<file path="src/rtl/toggle_pkg.sv">
// Shared definitions for the toggle requester: FSM state encoding and
// default parameter values used by the requester and its counters.
package toggle_pkg;

    localparam int CNT_W_DEF   = 8;
    localparam int GAP_W_DEF   = 8;
    localparam int TIMEOUT_DEF = 64;

    typedef enum logic [1:0] {
        ST_IDLE = 2'd0,
        ST_REQ  = 2'd1,
        ST_GAP  = 2'd2,
        ST_FIN  = 2'd3
    } state_t;

endpackage

</file>
<file path="src/rtl/toggle_cycle_counter.sv">
// Loadable down-counter with a zero flag. Load has priority over decrement;
// the count parks at zero instead of wrapping.
module toggle_cycle_counter #(
    parameter int W = 8
) (
    input  logic         clock,
    input  logic         reset_n,
    input  logic         load,
    input  logic [W-1:0] load_value,
    input  logic         dec,
    output logic         zero
);

    logic [W-1:0] count_r;

    // Count register: load, decrement towards zero, or hold.
    always_ff @(posedge clock or negedge reset_n) begin
        if (!reset_n) begin
            count_r <= {W{1'b0}};
        end else if (load) begin
            count_r <= load_value;
        end else if (dec && (count_r != {W{1'b0}})) begin
            count_r <= count_r - {{(W-1){1'b0}}, 1'b1};
        end else begin
            count_r <= count_r;
        end
    end

    assign zero = (count_r == {W{1'b0}});

endmodule

</file>
<file path="src/rtl/toggle_requester.sv">
// Initiator side of the ready/done toggle handshake. Issues num_req requests,
// spaced by max(gap_cycles,1) low cycles, checks that output1 alternates
// (first response expected 1) and counts accepted responses.
// Optional feature macro: TOGGLE_REQUESTER_TIMEOUT_EN adds a per-request
// timeout of TIMEOUT cycles; without it REQ waits indefinitely and timeout=0.
module toggle_requester
    import toggle_pkg::*;
#(
    parameter int CNT_W   = CNT_W_DEF,
    parameter int GAP_W   = GAP_W_DEF,
    parameter int TIMEOUT = TIMEOUT_DEF
) (
    input  logic             clock,
    input  logic             reset_n,
    input  logic             start,
    input  logic [CNT_W-1:0] num_req,
    input  logic [GAP_W-1:0] gap_cycles,
    input  logic             done,
    input  logic             output1,
    output logic             ready,
    output logic             busy,
    output logic             finished,
    output logic [CNT_W-1:0] resp_count,
    output logic             mismatch,
    output logic             timeout
);

    localparam logic [CNT_W-1:0] CNT_ONE = {{(CNT_W-1){1'b0}}, 1'b1};
    localparam logic [GAP_W-1:0] GAP_ONE = {{(GAP_W-1){1'b0}}, 1'b1};

    // GAP lasts max(g,1) cycles; the counter runs one step per GAP cycle and
    // the exit happens on the cycle that sees zero, hence the minus one.
    function automatic logic [GAP_W-1:0] gap_reload(input logic [GAP_W-1:0] g);
        if (g == {GAP_W{1'b0}}) begin
            return {GAP_W{1'b0}};
        end else begin
            return g - GAP_ONE;
        end
    endfunction

    state_t           state_r;
    logic             ready_r;
    logic             busy_r;
    logic             finished_r;
    logic [CNT_W-1:0] resp_count_r;
    logic             mismatch_r;
    logic             timeout_r;
    logic             exp_r;
    logic [CNT_W-1:0] num_req_r;
    logic [GAP_W-1:0] gap_r;

    logic [CNT_W-1:0] resp_next_s;
    logic             last_resp_s;
    logic             accept_s;
    logic             gap_load_s;
    logic [GAP_W-1:0] gap_value_s;
    logic             gap_dec_s;
    logic             gap_zero_s;
    logic             to_expired_s;

    // Response bookkeeping and gap counter control.
    always_comb begin
        resp_next_s = resp_count_r + CNT_ONE;
        last_resp_s = (resp_next_s == num_req_r);
        accept_s    = (state_r == ST_REQ) && done;
        gap_load_s  = accept_s;
        gap_value_s = gap_reload(gap_r);
        gap_dec_s   = (state_r == ST_GAP);
    end

    toggle_cycle_counter #(
        .W(GAP_W)
    ) u_gap_counter (
        .clock      (clock),
        .reset_n    (reset_n),
        .load       (gap_load_s),
        .load_value (gap_value_s),
        .dec        (gap_dec_s),
        .zero       (gap_zero_s)
    );

`ifdef TOGGLE_REQUESTER_TIMEOUT_EN
    localparam int             TO_W    = (TIMEOUT > 1) ? $clog2(TIMEOUT) : 1;
    localparam logic [TO_W-1:0] TO_LOAD = TO_W'(TIMEOUT - 1);

    logic to_load_s;
    logic to_dec_s;
    logic to_zero_s;

    // Reload the timeout budget on every entry into REQ; count while in REQ.
    always_comb begin
        to_load_s = ((state_r == ST_IDLE) && start && (num_req != {CNT_W{1'b0}}))
                  || ((state_r == ST_GAP) && gap_zero_s);
        to_dec_s  = (state_r == ST_REQ);
    end

    toggle_cycle_counter #(
        .W(TO_W)
    ) u_timeout_counter (
        .clock      (clock),
        .reset_n    (reset_n),
        .load       (to_load_s),
        .load_value (TO_LOAD),
        .dec        (to_dec_s),
        .zero       (to_zero_s)
    );

    assign to_expired_s = to_zero_s;
`else
    assign to_expired_s = 1'b0;
`endif

    // Main handshake FSM with registered outputs.
    always_ff @(posedge clock or negedge reset_n) begin
        if (!reset_n) begin
            state_r      <= ST_IDLE;
            ready_r      <= 1'b0;
            busy_r       <= 1'b0;
            finished_r   <= 1'b0;
            resp_count_r <= {CNT_W{1'b0}};
            mismatch_r   <= 1'b0;
            timeout_r    <= 1'b0;
            exp_r        <= 1'b0;
            num_req_r    <= {CNT_W{1'b0}};
            gap_r        <= {GAP_W{1'b0}};
        end else begin
            finished_r <= 1'b0;
            case (state_r)
                ST_IDLE: begin
                    if (start) begin
                        num_req_r    <= num_req;
                        gap_r        <= gap_cycles;
                        resp_count_r <= {CNT_W{1'b0}};
                        mismatch_r   <= 1'b0;
                        timeout_r    <= 1'b0;
                        exp_r        <= 1'b0;
                        busy_r       <= 1'b1;
                        if (num_req != {CNT_W{1'b0}}) begin
                            state_r <= ST_REQ;
                            ready_r <= 1'b1;
                        end else begin
                            state_r    <= ST_FIN;
                            finished_r <= 1'b1;
                        end
                    end
                end
                ST_REQ: begin
                    if (done) begin
                        ready_r      <= 1'b0;
                        resp_count_r <= resp_next_s;
                        exp_r        <= ~exp_r;
                        if (output1 != ~exp_r) begin
                            mismatch_r <= 1'b1;
                        end
                        if (last_resp_s) begin
                            state_r    <= ST_FIN;
                            finished_r <= 1'b1;
                        end else begin
                            state_r <= ST_GAP;
                        end
                    end else if (to_expired_s) begin
                        timeout_r  <= 1'b1;
                        ready_r    <= 1'b0;
                        state_r    <= ST_FIN;
                        finished_r <= 1'b1;
                    end
                end
                ST_GAP: begin
                    if (gap_zero_s) begin
                        state_r <= ST_REQ;
                        ready_r <= 1'b1;
                    end
                end
                ST_FIN: begin
                    state_r <= ST_IDLE;
                    busy_r  <= 1'b0;
                end
                default: begin
                    state_r <= ST_IDLE;
                    ready_r <= 1'b0;
                    busy_r  <= 1'b0;
                end
            endcase
        end
    end

    assign ready      = ready_r;
    assign busy       = busy_r;
    assign finished   = finished_r;
    assign resp_count = resp_count_r;
    assign mismatch   = mismatch_r;
`ifdef TOGGLE_REQUESTER_TIMEOUT_EN
    assign timeout    = timeout_r;
`else
    assign timeout    = 1'b0;
`endif

endmodule

</file>
<file path="config.mk">
export PLATFORM = sky130hd
export DESIGN_NAME = toggle_requester
export DESIGN_NICKNAME = d
export VERILOG_FILES = /design/src/rtl/toggle_pkg.sv /design/src/rtl/toggle_cycle_counter.sv /design/src/rtl/toggle_requester.sv
export SDC_FILE = /design/constraint.sdc
export NUM_CORES = 1
export LEC_CHECK = 0
export ABC_AREA = 0
export BUFFER_PORTS_ARGS = -buffer_cell sky130_fd_sc_hd__buf_2
export CORE_ASPECT_RATIO = 0.7
export CORE_MARGIN = 3
export CORE_UTILIZATION = 30
export DETAILED_ROUTE_END_ITERATION = 8
export HOLD_SLACK_MARGIN = 0.03
export PLACE_DENSITY = 0.58
export SKIP_CTS_REPAIR_TIMING = 1
export SYNTH_ARGS = -nofsm -noshare
export SYNTH_HDL_FRONTEND = slang
export SYNTH_HIERARCHICAL = 1
export SYNTH_SLANG_ARGS = --single-unit
</file>
<file path="constraint.sdc">
create_clock -name clock -period 2.7 [get_ports clock]
set_input_delay 0.54 -clock clock [delete_from_list [all_inputs] [get_ports clock]]
set_output_delay 0.54 -clock clock [all_outputs]
set_load 0.005 [all_outputs]
</file>
* Word level (Yosys, flattened, before mapping)
Cells that the tools add are included.
Word-level totals: bits in registers 39, input bits 21, output and inout bits 13, logic and storage cells 71
Operators by class: add/sub/neg operators 3, eq/ne operators 10, muxes and demuxes 30, bitwise operators 1, reduce and logical (&&, ||, !) cells 17
Operator list (number):
- 8-bit 2-to-1 mux | 5
- 8-bit zero test | 2
- 8-bit one-hot mux with 2 select lines | 1
- 8-bit nonzero test | 2
- 8-bit by 1-bit subtractor with 8-bit output, second input constant | 2
- 1-bit 2-to-1 mux | 14
- 8-bit by 1-bit adder with 8-bit output, second input constant | 1
- 8-bit equality test | 1
- 2-bit 2-to-1 mux | 4
- 2-bit != test, second input constant | 4
- 1-bit one-hot mux with 2 select lines | 4
- 2-bit one-hot mux with 4 select lines | 1
- 3-bit AND reduction | 2
- 2-bit nonzero test | 3
- 5-bit AND reduction | 1
- 2-bit equality test, second input constant | 2
- 2-bit AND reduction | 2
- 4-bit AND reduction | 1
- 1-bit one-hot mux with 3 select lines | 1
- 3-bit nonzero test | 1
- 2-bit by 1-bit equality test with 1-bit output, second input constant | 1
- 1-bit logical AND | 2
- 2-bit zero test | 1
- 2-bit by 1-bit != test with 1-bit output, second input constant | 1
- 2 further kinds | 2

* Depth between registers and ports, before layout
Gate-level depths: netlist of the first run.
depth in word-level cells 5, depth in mapped cells 9, gate-level depth less buffers 8

* Hierarchy
Netlist of the first run, hierarchy kept.
Modules (own cells, without submodules):
- toggle_requester | times used 1, cells each 171, area each 1784.2 µm², seq. area each 775.7 µm²
- toggle_cycle_counter | times used 1, cells each 68, area each 575.6 µm², seq. area each 200.2 µm²

* Least setup slack after synthesis of the first run
No wires, ideal clock.
path type register to register, start point register u_gap_counter.count_r[0], end point register ready_r (netlist: ready), setup time 128 ps, arrival time 2040 ps, data required time 2572 ps, slack 532 ps, stages on the path, launching flop included 10, buffers on the path 1, cell sequence dfrtp_1 inv_1 ha_1 or3b_2 clkbuf_1 nor2_1 inv_1 a21oi_2 o211ai_2 mux2_1
On the way: word-level cells in the longest chain between the ends 3
RTL lines:
- start: declaration | RTL line toggle_cycle_counter.sv:14 | logic [W-1:0] count_r;
- start signal: assignment | RTL line toggle_cycle_counter.sv:19 | count_r <= {W{1'b0}};
- start signal: assignment | RTL line toggle_cycle_counter.sv:21 | count_r <= load_value;
- start signal: assignment | RTL line toggle_cycle_counter.sv:23 | count_r <= count_r - {{(W-1){1'b0}}, 1'b1};
- 8-bit zero test | RTL line toggle_cycle_counter.sv:29 | assign zero = (count_r == {W{1'b0}});
- net gap_zero_s | RTL line toggle_requester.sv:58 | logic gap_zero_s;
- 2-bit != test (no source line)
- 5-bit AND reduction (no source line)
- end signal: assignment | RTL line toggle_requester.sv:117 | ready_r <= 1'b0;
- end signal: assignment | RTL line toggle_requester.sv:140 | ready_r <= 1'b1;
- end signal: assignment | RTL line toggle_requester.sv:149 | ready_r <= 1'b0;
- end: declaration | RTL line toggle_requester.sv:42 | logic ready_r;
The timed path passes the listed nets, and every way through them passes these cells. A chain may end at the register's enable or synchronous reset.

* Worst setup path after layout of the first run
Same ends and word-level chain as after synthesis.

==> flow_summary.yaml, run 1 <==
status:
  status: "finished clean"
final_layout:
  area_growth_pct: 13.31
  fin_area_sq_um: 2674
  final_nets: 296
  layout_commonest_cell: "dfrtp_1"
  num-fill-cells: 729
  drive_gt1_share_pct: 23.13
  antennaDiodeCount: 0
  layout_common_cells: "dfrtp_1, buf_2, nor2_1"
sta:
  fin_crit_ns: 2.377
  finClkSkew_ns: 0.004681
  slew_headroom_pct: 39.34
  hold_viol_final: 0
  setup_tns_ns: 0
  final_max_slew_viol_count: 0
  rsz0062_at_grt: "no"
  fmax_mhz: 420.7
  tightest_slew_ns: 0.9099
  period_share_pct: 88.05
  holdWs_ns: 0.3775
  setup_violations: 0
  setup_slack_ns: 0.3227
logic_synthesis:
  ys.flop_type: "dfrtp_1"
  syn_area_sq_um: 2360
  async_reset_ff_share_pct: 100.0
  seq_area_frac_synth_pct: 41.36
  yosys_warnings: 6
  synth_fp_nets: 268
  synth_seq_cells: 39
  syn_area_per_cell_sq_um: 9.873
  synthCells: 239
  synth_cell_type_count: 57
  synth-edff-count: 0
power:
  power_mw: 2.776
  ir_worst_vdd_mv: 0.5163
  pwr_density_cell_nw_per_um2: 1038
  p_leak_nw: 1.156
cts:
  cts_buffers: 5
  root_buffer: "clkbuf_8"
  cts_sinks: 39
  clk_pin_slew_ns: 0.08
  cts_max_path_buffers: 2
  clock_latency_ns: 0.29
  cts_tree: "done"
  htreeDepth: 2
route:
  viasPerCell: 5.066
  wire_per_inst_um: 14.63
  ant_nets: 0
  drt_first_pass_iters: 4
  drtIter0Drc: 136
  remaining_drc_errors: 0
  vias: 1854
  drt-total-wl_um: 5353
setup_path:
  critPathLaunchType: "flop"
  r2r_cells: 8
  worstPathMaxFanout: 8
  cp_data_arrival_time_ns: 2.56
  end_kind: "flop"
  worst_ep_required_time_ns: 2.88
  worstSetupPathType: "reg2reg"
place:
  dpl_cell_area_sq_um: 2589
  gp_congestion: 0.8115
  portBuffers: 32
  dp_slack_ns: 0.3723
  place_hpwl_um: 3939
global_route:
  overflow: 0
  antenna_found_initial: 0
  grt_util_all_layers_pct: 12.70
  grt_max_degree: 40
  grt_pass1_wl_um: 9170
  grt_pass1_vias: 1747
floorplanning:
  fp-row-count: 26
  die_width_um: 112.0
  fp.dieH_um: 80.21
  dieArea_sq_um: 8983
  io-pin-count: 34
  core_area_sq_um: 7450
  initial_core_util_pct: 31.68
min_path:
  hold_class: "in2async"
job:
  maxCapViolCount: 0
==> where the power goes <==
part | total (mW) | internal (mW) | switching [mW]
sequential | 1.09 | 0.828 | 0.263
combinational | 1.29 | 0.606 | 0.688
clock | 0.391 | 0.181 | 0.210
total | 2.78 | 1.61 | 1.16
==> flip-flops by register name, summed over array words and instances, names as in the netlist <==
| register | count |
|---|---|
| state_r | 2 |
| busy | 1 |
| finished | 1 |
| gap_r | 8 |
| resp_count | 8 |
| ready | 1 |
| mismatch | 1 |
| num_req_r | 8 |
| exp_r | 1 |
| u_gap_counter/count_r | 8 |
==> per-layer routing <==
metal  global-route usage, %  share of wire (%)
met5                       0                  0
met4                   2.881               0.86
met3                   3.087                6.1
met2                   17.40                 40
met1                   19.70                 53
==> synth_stat cells, types with 2 or more instances <==
cell type	instances	area, sq um
mux2_2	11	123.9
o211ai_1	2	15.01
clkbuf_1	5	18.77
nand2b_1	4	25.02
nor4_1	2	12.51
o21ai_0	8	40.04
ha_1	8	100.1
inv_1	12	45.04
o31ai_1	3	22.52
nand4_1	2	12.51
xnor2_1	10	87.58
a21oi_2	2	17.52
a21o_1	3	22.52
nand2_1	15	56.30
xor2_1	5	43.79
o21ai_1	6	30.03
a22oi_1	2	15.01
o41ai_1	4	35.03
buf_4	2	15.01
nor3_1	5	25.02
a211oi_1	2	15.01
a21oi_1	10	50.05
dfrtp_1	39	975.9
buf_2	3	15.01
nor2_1	17	63.81
or4_1	5	37.54
a31oi_1	2	12.51
nand3_1	8	40.04
mux2_1	7	78.83
nor2b_1	6	37.54
nor3b_1	2	15.01
mux2i_1	2	20.02
==> worst paths after layout <==
path                                                from  slack (ns)                        to
worst min-delay path                             reset_n        0.38  u_gap_counter/count_r[0]
min in group clock                         gap_cycles[6]        0.45                  gap_r[6]
max in group asynchronous                        reset_n        1.76              num_req_r[0]
worst min register to register                     ready        0.51                     ready
worst max register to register  u_gap_counter/count_r[0]        0.32                     ready
worst max-delay path            u_gap_counter/count_r[0]        0.32                     ready
==> through the flow <==
stage,util (%),cells
global route,35.89,366
detailed placement,34.75,358
finish,35.89,366
global placement,34.75,358
floorplan,-,239
CTS,35.89,366
==> logic make-up (layout without fill, tap and decap cells) <==
kind of cell             count (synthesis)  after routing  share of synthesized area, %
AND/OR/NAND/NOR                         81             81                         19.99
AO/OA/AOI/OAI                           51             51                         14.90
flip-flops                              39             39                         41.36
buffers and inverters                   24             53                         4.347
multiplexers                            20             20                         9.438
XOR/XNOR                                15             15                         5.567
adder cells (fa/ha/maj)                  8              8                         4.242
other                                    1              1                        0.1589
==> cell type report <==
type / count / area (sq um) / area share (%)
Multi-Input combinational cell: 176 / 1281 / 47.92
Sequential cell: 39 / 975.9 / 36.50
Timing Repair Buffer: 32 / 160.2 / 5.990
Tap cell: 98 / 122.6 / 4.586
Clock buffer: 6 / 72.57 / 2.714
Inverter: 13 / 48.80 / 1.825
Clock inverter: 2 / 12.51 / 0.4679
==> critical path: stages, from the launching register on <==
cell      delay, ns
dfrtp_1        0.42
inv_1          0.12
ha_1           0.18
or3b_2         0.54
nor2_1         0.22
inv_1          0.08
a21oi_2        0.26
o211ai_2       0.14
mux2_1         0.31
(Power assumes the default switching activity.)
==> run 2, diff against run 1 <==
Settings changed: ABC_CLOCK_PERIOD_IN_PS set to 2700, MAX_ROUTING_LAYER set to met4.
==> run 2 against run 1 <==
Sequential power about the same. Setup slack got worse by 0.0047 ns. Hold slack got worse by 0.0012 ns. Count of clock-buffer cells in the layout stayed put. Global-route usage grew 0.33 points. Die area is the same. Flip-flop and latch count unchanged. Register-to-register slack about the same. Routed wire length grew 0.37%. Non-clock buffer count unchanged. Largest cell class unchanged. Largest power group unchanged.
==> flow_summary.yaml, run 2 (synthesis gave the netlist of run 1 again) <==
sta:
  setup_tns_ns: 0
  tightest_slew_ns: 0.9068
  hold_viol_final: 0
  setup_violations: 0
  final_max_slew_viol_count: 0
  fin_crit_ns: 2.382
  finClkSkew_ns: 0.004661
  fmax_mhz: 419.8
  period_share_pct: 88.22
  slew_headroom_pct: 39.54
  rsz0062_at_grt: "no"
status:
  status: "finished clean"
final_layout:
  final_nets: 296
  fin_area_sq_um: 2674
  layout_commonest_cell: "dfrtp_1"
  area_growth_pct: 13.31
  layout_common_cells: "dfrtp_1, buf_2, nor2_1"
  drive_gt1_share_pct: 23.13
  antennaDiodeCount: 0
setup_path:
  timing.rr.start: "u_gap_counter/count_r[0]"
  ff2ff_setup_slack_ns: 0.32
  cp_data_arrival_time_ns: 2.56
  critPathLaunchType: "flop"
  worstPathMaxFanout: 8
  r2r_end: "ready"
  worst_ep_required_time_ns: 2.88
  worstSetupPathType: "reg2reg"
  end_kind: "flop"
  r2r_cells: 8
power:
  p_seq_share_pct: 39.3
  ir_worst_vdd_mv: 0.5176
  pwr_density_cell_nw_per_um2: 1041
  p_switching_mw: 1.168
  swShare_pct: 41.98
  p_clk_share_pct: 14.0
  p_leak_nw: 1.156
  intPower_mw: 1.615
  power_mw: 2.783
  p_comb_share_pct: 46.7
floorplanning:
  fp.dieH_um: 80.21
  fp-row-count: 26
  core_area_sq_um: 7450
  dieArea_sq_um: 8983
  die_width_um: 112.0
  initial_core_util_pct: 31.68
  io-pin-count: 34
place:
  dpl_cell_area_sq_um: 2589
  gp_congestion: 0.8235
  portBuffers: 32
  place_hpwl_um: 3939
cts:
  cts_buffers: 5
  clk_pin_slew_ns: 0.08
  cts_tree: "done"
  cts_max_path_buffers: 2
  cts_sinks: 39
  htreeDepth: 2
  clock_latency_ns: 0.29
  root_buffer: "clkbuf_8"
global_route:
  antenna_found_initial: 0
  grt_util_all_layers_pct: 13.04
  grt_pass1_vias: 1744
  overflow: 0
  grt_max_degree: 40
  grt_pass1_wl_um: 9156
route:
  vias: 1854
  viasPerCell: 5.066
  remaining_drc_errors: 0
  ant_nets: 0
  drt_first_pass_iters: 4
  drt-total-wl_um: 5373
  wire_per_inst_um: 14.68
  drtIter0Drc: 113
job:
  maxCapViolCount: 0
min_path:
  hold_class: "in2async"
-- run 2: routing by layer --
metal | part of all wire, % | global-route usage, % | up-vias
met3 | 5.0 | 2.861 | 4
met1 | 54 | 19.74 | 877
met5 | 0 | - | -
met4 | 0.93 | 2.881 | 0
li1 | - | - | 921
met2 | 40 | 17.46 | 52
-- run 2: cell type report --
| class | instances | area (sq um) |
|---|---|---|
| Clock buffer | 6 | 72.57 |
| Clock inverter | 2 | 12.51 |
| Fill cell | 729 | 4776 |
| Inverter | 13 | 48.80 |
| Multi-Input combinational cell | 176 | 1281 |
| Sequential cell | 39 | 975.9 |
| Tap cell | 98 | 122.6 |
| Timing Repair Buffer | 32 | 160.2 |
-- run 2: through the flow --
stage	instances	hold WS (ns)	utilization, %	setup WS [ns]
final	366	0.3763	35.89	0.3180
after global routing	366	0.4471	35.89	0.1890
after CTS	366	0.4196	35.89	0.3652
after detailed placement	358	0.4813	34.75	0.3723
after global placement	358	0.4839	34.75	0.4490
after floorplan	239	0.2444	-	0.5324
-- run 2: worst max-delay path by stage --
| stage | from | end | slack, ns | depth (start not counted) |
|---|---|---|---|---|
| global placement | u_gap_counter/count_r[0] | ready | 0.45 | 8 |
| CTS | u_gap_counter/count_r[0] | ready | 0.37 | 8 |
| finish | u_gap_counter/count_r[0] | ready | 0.32 | 8 |
| floorplan | u_gap_counter/count_r[0] | ready | 0.53 | 9 |
| global route | u_gap_counter/count_r[0] | ready | 0.19 | 8 |
| detailed placement | u_gap_counter/count_r[0] | ready | 0.37 | 8 |
-- run 2: power by group through the flow --
stage	logic (mW)	clock network [mW]	registers, mW
3_5_place_dp	1.29	0	1.10
2_1_floorplan	1.03	0	1.03
6_report	1.30	0.391	1.09
4_1_cts	1.30	0.404	1.09
5_1_grt	1.45	0.435	1.14
3_3_place_gp	1.26	0	1.10
-- run 2: critical path, stage by stage, from the launching register on --
cell      delay [ns]
dfrtp_1         0.41
inv_1           0.12
ha_1            0.18
or3b_2          0.54
nor2_1          0.22
inv_1           0.08
a21oi_2         0.26
o211ai_2        0.13
mux2_1          0.31
